File: src/rtl/jtag_tap_multi_dr.sv
// JTAG TAP controller with BYPASS, IDCODE and N_USER user data-register channels.
// All state advances on the rising edge of TCK (clk); TDO is launched on the
// falling edge so the host can sample it on the following rising edge.
module jtag_tap_multi_dr #(
  parameter int          IR_WIDTH = 4,
  parameter int          N_USER   = 2,
  parameter int          DR_WIDTH = 8,
  parameter logic [31:0] IDCODE   = 32'h4A7A6001
) (
  input  logic                         clk,
  input  logic                         rst_n,
  input  logic                         tms,
  input  logic                         tdi,
  output logic                         tdo,
  output logic                         tdo_en,
  output logic [3:0]                   tap_state,
  output logic [IR_WIDTH-1:0]          ir_q,
  input  logic [N_USER*DR_WIDTH-1:0]   dr_capture_data,
  output logic [N_USER*DR_WIDTH-1:0]   dr_update_data,
  output logic [N_USER-1:0]            dr_update_pulse
);

  typedef enum logic [3:0] {
    TLR      = 4'hF,
    RTI      = 4'hC,
    SEL_DR   = 4'h7,
    CAP_DR   = 4'h6,
    SH_DR    = 4'h2,
    EX1_DR   = 4'h1,
    PAUSE_DR = 4'h3,
    EX2_DR   = 4'h0,
    UPD_DR   = 4'h5,
    SEL_IR   = 4'h4,
    CAP_IR   = 4'hE,
    SH_IR    = 4'hA,
    EX1_IR   = 4'h9,
    PAUSE_IR = 4'hB,
    EX2_IR   = 4'h8,
    UPD_IR   = 4'hD
  } tap_state_e;

  localparam logic [IR_WIDTH-1:0] INSTR_IDCODE   = IR_WIDTH'(1);
  localparam logic [IR_WIDTH-1:0] INSTR_USER0    = IR_WIDTH'(2);
  localparam logic [IR_WIDTH-1:0] INSTR_USER_END = IR_WIDTH'(N_USER + 2);
  localparam logic [IR_WIDTH-1:0] IR_CAPTURE     = IR_WIDTH'(1);
  localparam int                  IDX_W          = (N_USER > 1) ? $clog2(N_USER) : 1;
  localparam logic [31:0]         IDCODE_VAL     = {IDCODE[31:1], 1'b1};

  tap_state_e           state_q;
  logic [IR_WIDTH-1:0]  ir_shift;
  logic                 bypass_q;
  logic [31:0]          idcode_shift;
  logic [DR_WIDTH-1:0]  user_shift;

  logic                 sel_idcode;
  logic                 sel_user;
  logic [IDX_W-1:0]     user_idx;

  assign tap_state = state_q;

  // TAP state machine: standard 1149.1 transitions sampled on tms.
  // NOTE: every sequential block uses non-blocking assignments so all
  // registers see pre-edge values of each other, matching real flops.
  always_ff @(posedge clk or negedge rst_n) begin
    if (!rst_n) begin
      state_q <= TLR;
    end else begin
      case (state_q)
        TLR:      state_q <= tms ? TLR    : RTI;
        RTI:      state_q <= tms ? SEL_DR : RTI;
        SEL_DR:   state_q <= tms ? SEL_IR : CAP_DR;
        CAP_DR:   state_q <= tms ? EX1_DR : SH_DR;
        SH_DR:    state_q <= tms ? EX1_DR : SH_DR;
        EX1_DR:   state_q <= tms ? UPD_DR : PAUSE_DR;
        PAUSE_DR: state_q <= tms ? EX2_DR : PAUSE_DR;
        EX2_DR:   state_q <= tms ? UPD_DR : SH_DR;
        UPD_DR:   state_q <= tms ? SEL_DR : RTI;
        SEL_IR:   state_q <= tms ? TLR    : CAP_IR;
        CAP_IR:   state_q <= tms ? EX1_IR : SH_IR;
        SH_IR:    state_q <= tms ? EX1_IR : SH_IR;
        EX1_IR:   state_q <= tms ? UPD_IR : PAUSE_IR;
        PAUSE_IR: state_q <= tms ? EX2_IR : PAUSE_IR;
        EX2_IR:   state_q <= tms ? UPD_IR : SH_IR;
        UPD_IR:   state_q <= tms ? SEL_DR : RTI;
        default:  state_q <= TLR;
      endcase
    end
  end

  // Instruction decode: IDCODE, USER k, everything else falls back to BYPASS.
  // NOTE: every output gets a default before any condition so no latch is inferred.
  always_comb begin
    sel_idcode = 1'b0;
    sel_user   = 1'b0;
    user_idx   = '0;
    if (ir_q == INSTR_IDCODE) begin
      sel_idcode = 1'b1;
    end else if (ir_q >= INSTR_USER0 && ir_q < INSTR_USER_END) begin
      sel_user = 1'b1;
      user_idx = IDX_W'(ir_q - INSTR_USER0);
    end
  end

  // Instruction register: capture the fixed 01 pattern, shift LSB first,
  // commit in Update-IR; Test-Logic-Reset forces IDCODE every cycle.
  always_ff @(posedge clk or negedge rst_n) begin
    if (!rst_n) begin
      ir_shift <= '0;
      ir_q     <= INSTR_IDCODE;
    end else begin
      case (state_q)
        CAP_IR:  ir_shift <= IR_CAPTURE;
        SH_IR:   ir_shift <= IR_WIDTH'({tdi, ir_shift} >> 1);
        UPD_IR:  ir_q     <= ir_shift;
        TLR:     ir_q     <= INSTR_IDCODE;
        default: ;
      endcase
    end
  end

  // Data registers: only the register chosen by ir_q captures and shifts.
  // Pause states fall through untouched, so shifting resumes where it left off.
  always_ff @(posedge clk or negedge rst_n) begin
    if (!rst_n) begin
      bypass_q     <= 1'b0;
      idcode_shift <= '0;
      user_shift   <= '0;
    end else if (state_q == CAP_DR) begin
      if (sel_user)        user_shift   <= dr_capture_data[int'(user_idx)*DR_WIDTH +: DR_WIDTH];
      else if (sel_idcode) idcode_shift <= IDCODE_VAL;
      else                 bypass_q     <= 1'b0;
    end else if (state_q == SH_DR) begin
      if (sel_user)        user_shift   <= DR_WIDTH'({tdi, user_shift} >> 1);
      else if (sel_idcode) idcode_shift <= {tdi, idcode_shift[31:1]};
      else                 bypass_q     <= tdi;
    end
  end

  // User update: latch the shifted value into the selected channel and strobe
  // its pulse for one cycle; the latched values survive Test-Logic-Reset.
  always_ff @(posedge clk or negedge rst_n) begin
    if (!rst_n) begin
      dr_update_data  <= '0;
      dr_update_pulse <= '0;
    end else begin
      dr_update_pulse <= '0;
      if (state_q == UPD_DR && sel_user) begin
        dr_update_data[int'(user_idx)*DR_WIDTH +: DR_WIDTH] <= user_shift;
        dr_update_pulse[user_idx]                           <= 1'b1;
      end
    end
  end

  // TDO launch on the falling edge: LSB of the active shift path while shifting.
  always_ff @(negedge clk or negedge rst_n) begin
    if (!rst_n) begin
      tdo    <= 1'b0;
      tdo_en <= 1'b0;
    end else begin
      tdo    <= 1'b0;
      tdo_en <= 1'b0;
      if (state_q == SH_IR) begin
        tdo    <= ir_shift[0];
        tdo_en <= 1'b1;
      end else if (state_q == SH_DR) begin
        tdo_en <= 1'b1;
        if (sel_user)        tdo <= user_shift[0];
        else if (sel_idcode) tdo <= idcode_shift[0];
        else                 tdo <= bypass_q;
      end
    end
  end

endmodule

File: config.mk
export PLATFORM = sky130hd
export DESIGN_NAME = jtag_tap_multi_dr
export DESIGN_NICKNAME = d
export VERILOG_FILES = /design/src/rtl/jtag_tap_multi_dr.sv
export SDC_FILE = /design/constraint.sdc
export NUM_CORES = 1
export LEC_CHECK = 0
export ABC_CLOCK_PERIOD_IN_PS = 2500
export CORE_MARGIN = 2
export CORE_UTILIZATION = 45
export DETAILED_ROUTE_END_ITERATION = 16
export PLACE_DENSITY = 0.68
export RECOVER_POWER = 25
export SYNTH_ARGS = -nofsm -noshare
export SYNTH_HDL_FRONTEND = slang
export SYNTH_SLANG_ARGS = --single-unit
File: constraint.sdc
create_clock -name clk -period 2.5 [get_ports clk]
set_input_delay 0.5 -clock clk [delete_from_list [all_inputs] [get_ports clk]]
set_output_delay 0.5 -clock clk [all_outputs]
set_load 0.01 [all_outputs]
==> summary.log <==
INFO  status         run_status=finished, violations left
INFO  status         violations=setup timing
INFO  floorplanning  core_area=0.00718mm2
INFO  final_layout   final_cell_mix=65 x sky130_fd_sc_hd__dfrtp_1, 42 x sky130_fd_sc_hd__clkdlybuf4s50_1, 31 x sky130_fd_sc_hd__mux2_2
INFO  synth          synthAdderAreaFrac=0
INFO  synth          gate_count_post_synth=277
INFO  setup_path     critical_path_cell_by_cell=buf_2
INFO  clock_tree     tritoncts=done
INFO  min_path       min_to=idcode_shift[9]
INFO  job            max_cap_viol_count=0
INFO  power_and_ir_drop max-vdd-ir-drop=651uV
INFO  timing         worst_clock_skew=12.7ps
INFO  final_layout   final_layout_size_suffix_gt1_frac=0.254
INFO  setup_path     critPathKind=flip-flop to primary output
INFO  detailed_routing via_density_per_instance=5.02
INFO  final_layout   nFillCells=618
INFO  detailed_routing detail_route.wirelength=6240um
INFO  min_path       hold_path_depth=1
INFO  floorplanning  io_pins=48
INFO  final_layout   nets=358
INFO  detailed_routing detailedRoute.firstIterationViolations=109
INFO  setup_path     worst_path_bufs_invs=1
INFO  synth          synthXorXnorAreaFrac=0
INFO  synth          postSynthRegisterBits=73
INFO  clock_tree     cts_root_buffer=sky130_fd_sc_hd__clkbuf_8
INFO  timing         rsz_0062_raised_after_global_routing=true
INFO  grt            first_pass_grt_wire_length=11200um
INFO  clock_tree     cts-root-to-sink-buffers=2
INFO  placement      dp_hpwl=4270um
INFO  grt            grt_pass1_vias=2257
INFO  timing         max_slew.worst_pin.slew=899ps
INFO  detailed_routing count_of_nets_left_with_antenna_violations_after_detail_routing=0
INFO  placement      placement.setup.worst_slack=-141ps
INFO  synth          net_count_synth=297
INFO  detailed_routing wire_per_inst=14.1um
INFO  synth          synth_sequential_area_ratio=0.554
INFO  setup_path     worst_path_max_delay_cell=sky130_fd_sc_hd__dfrtn_1
INFO  floorplanning  rows=31
INFO  floorplanning  initial_utilization=0.461
INFO  setup_path     worst_path_dominant_cell_family=flip-flops
INFO  setup_path     r2r-start=ir_q[0]
INFO  final_layout   layout.cells.most_common=sky130_fd_sc_hd__dfrtp_1
INFO  setup_path     stage_delay_of_the_slowest_cell_on_the_critical_path=380ps
INFO  detailed_routing drcViolationCount=0
INFO  setup_path     cp_data_arrival_time=2070ps
INFO  clock_tree     post_cts.repair.setup_buffers=0
INFO  synth          synth-compound-area-share=0.0647
INFO  placement      buffer_ports.inserted=47
INFO  setup_path     timing.reg2reg.worst_path_depth=3
INFO  clock_tree     h_tree_depth=3
INFO  final_layout   finish.utilization=0.587
INFO  setup_path     endpoint_of_the_worst_slack_reg_to_reg_timing_path=tdo
INFO  power_and_ir_drop p_per_area=1110mW/mm2
INFO  clock_tree     worst_setup_hold_path_clk_slew=70ps
INFO  setup_path     critical_path.max_fanout=1
INFO  synth          synthSimpleGateAreaFrac=0.144
INFO  synth          synth_top_family_by_area=multiplexers
INFO  synth          yosysUniqueCellTypes=34
INFO  grt            grt_max_degree=69
INFO  timing         finalSetupViolations=3
INFO  synth          avg_inst_size_synth=11.9um2
INFO  grt            grt_use_total=0.172
INFO  synth          muxShareOfSynthArea=0.199
INFO  min_path       path_class_of_the_lowest_slack_min_delay_path=flip-flop to flip-flop
INFO  clock_tree     clk-insertion-delay-late=340ps
INFO  setup_path     timing.reg2reg.setup_slack=-70ps
INFO  final_layout   area_growth_syn_to_layout=27.3%
INFO  setup_path     crit_path_end_kind=primary output
INFO  grt            gr-total-overflow=0
INFO  final_layout   antenna_cells_inserted=0
INFO  synth          yosys_warnings=0
INFO  clock_tree     cts_buffers=9
INFO  floorplanning  dieHeight=89.7um
INFO  floorplanning  die-area=0.00805mm2
INFO  grt            number_of_antenna_violations_at_the_first_check_in_global_routing=0
INFO  min_path       worstHoldStart=idcode_shift[9]
INFO  setup_path     startpoint_type=flip-flop
INFO  timing         relSlewSlack=0.401
INFO  placement      gp_congestion=0.804
INFO  clock_tree     clock-sinks=73
INFO  detailed_routing dr_total_vias=2219
INFO  synth          syn_area=0.00331mm2
INFO  detailed_routing detail_route.first_pass.iterations=4
INFO  setup_path     timing.critical_path.required=2000ps
INFO  timing         timing_hold_violations_final=0
INFO  floorplanning  die_span_x=89.7um
INFO  power_and_ir_drop total_leakage_power=0.00197uW
INFO  timing         maxSlewViolCount=0
INFO  timing         final_critical_path_setup_slack=-69.5ps
==> per-layer routing <==
metal	wire length, um	track usage	vias to the layer above
met3	311	0.0545	8
met5	0	0	-
met4	86	0.0654	0
met2	2980	0.263	56
met1	2860	0.229	1075
li1	-	-	1080
==> metrics by stage <==
stage | TNS (ps) | hold slack (ps) | cells | power [uW] | instance area [um2]
2_1_floorplan | -141 | 204 | 277 | 2890 | 3320
3_3_place_gp | -349 | 329 | 425 | 3580 | 3980
3_5_place_dp | -350 | 330 | 425 | 3620 | 3980
4_1_cts | -255 | 502 | 442 | 4730 | 4220
5_1_grt | -417 | 509 | 442 | 5000 | 4210
6_report | -207 | 499 | 442 | 4660 | 4210
==> layout make-up <==
type                    count  area, um2  area share
repair buffers             66        596       0.141
well taps                  99        124      0.0294
flip-flops and latches     73       1830       0.436
clock buffers               9        124      0.0294
inverters                  14       52.6      0.0125
multi-input cells         174       1360       0.323
clock inverters             7        119      0.0282
==> registers in the layout, indices dropped and copies added, names as in the netlist <==
signal and count:
tdo_en 1, dr_update_pulse 2, idcode_shift 32, user_shift 8, bypass_q 1, ir_shift 4, tdo 1, tap_state 4
dr_update_data 16, ir_q 4
==> where the power goes <==
| group | total, uW | leakage (uW) | switching, uW | internal [uW] |
|---|---|---|---|---|
| Clock | 1100 | 0.000115 | 437 | 662 |
| Combinational | 1710 | 0.000933 | 820 | 893 |
| Sequential | 1850 | 0.000919 | 233 | 1610 |
==> synthesized netlist by cell type <==
library cell                instances  area share
sky130_fd_sc_hd__mux2i_1           19       0.057
sky130_fd_sc_hd__buf_6              1      0.0034
sky130_fd_sc_hd__nand3b_1           1      0.0023
sky130_fd_sc_hd__buf_2              5      0.0076
sky130_fd_sc_hd__nor2b_1           16       0.030
sky130_fd_sc_hd__or3_1              1      0.0019
sky130_fd_sc_hd__nor3b_1            1      0.0023
sky130_fd_sc_hd__o2bb2ai_1          1      0.0026
sky130_fd_sc_hd__or2_2              2      0.0038
sky130_fd_sc_hd__or3b_2             1      0.0026
sky130_fd_sc_hd__nand3_1            6      0.0091
sky130_fd_sc_hd__mux2_4             8       0.036
sky130_fd_sc_hd__clkbuf_1          10       0.011
sky130_fd_sc_hd__dfrtp_1           66        0.50
sky130_fd_sc_hd__o21ai_0           20       0.030
sky130_fd_sc_hd__dfstp_2            5       0.040
sky130_fd_sc_hd__nor4bb_1           1      0.0030
sky130_fd_sc_hd__nand2b_1           6       0.011
sky130_fd_sc_hd__nand4bb_1          1      0.0034
sky130_fd_sc_hd__nand4b_1           8       0.021
sky130_fd_sc_hd__mux2_2            31        0.11
sky130_fd_sc_hd__nand2_1           11       0.012
sky130_fd_sc_hd__a22o_1             1      0.0026
sky130_fd_sc_hd__or4b_2             2      0.0061
sky130_fd_sc_hd__nor2_1            21       0.024
sky130_fd_sc_hd__dfrtn_1            2       0.015
sky130_fd_sc_hd__o2111ai_1          1      0.0026
sky130_fd_sc_hd__nor3b_2            2      0.0076
sky130_fd_sc_hd__a21oi_1            2      0.0030
sky130_fd_sc_hd__or3b_1             1      0.0026
sky130_fd_sc_hd__inv_1             14       0.016
sky130_fd_sc_hd__o211ai_1           8       0.018
sky130_fd_sc_hd__a21boi_0           1      0.0023
sky130_fd_sc_hd__o21ba_2            1      0.0030
==> worst max path at each step <==
stage	slack [ps]	depth (start not counted)	startpoint	to
after CTS	-90	1	tdo_en	tdo_en
after floorplan	-140	3	ir_q[0]	tdo
after global placement	-140	1	tdo_en	tdo_en
after detailed placement	-140	1	tdo_en	tdo_en
after global routing	-120	1	tdo_en	tdo_en
final	-70	1	tdo	tdo
==> cells by family (layout without fill, tap and decap cells) <==
kind of cell           Yosys count  count (layout)
flip-flops                      73              73
multiplexers                    58              58
buffers and inverters           30              96
AO/OA/AOI/OAI                   35              35
AND/OR/NAND/NOR                 81              81
==> repair_timing <==
item / 4_1_cts / 5_1_grt
setup endpoints to repair: 3 / 4
hold buffers: 1 / 0
pin swaps: 1 / 0
resized for setup: 8 / 1
hold endpoints to repair: 2 / 0
(Power assumes the default switching activity.)
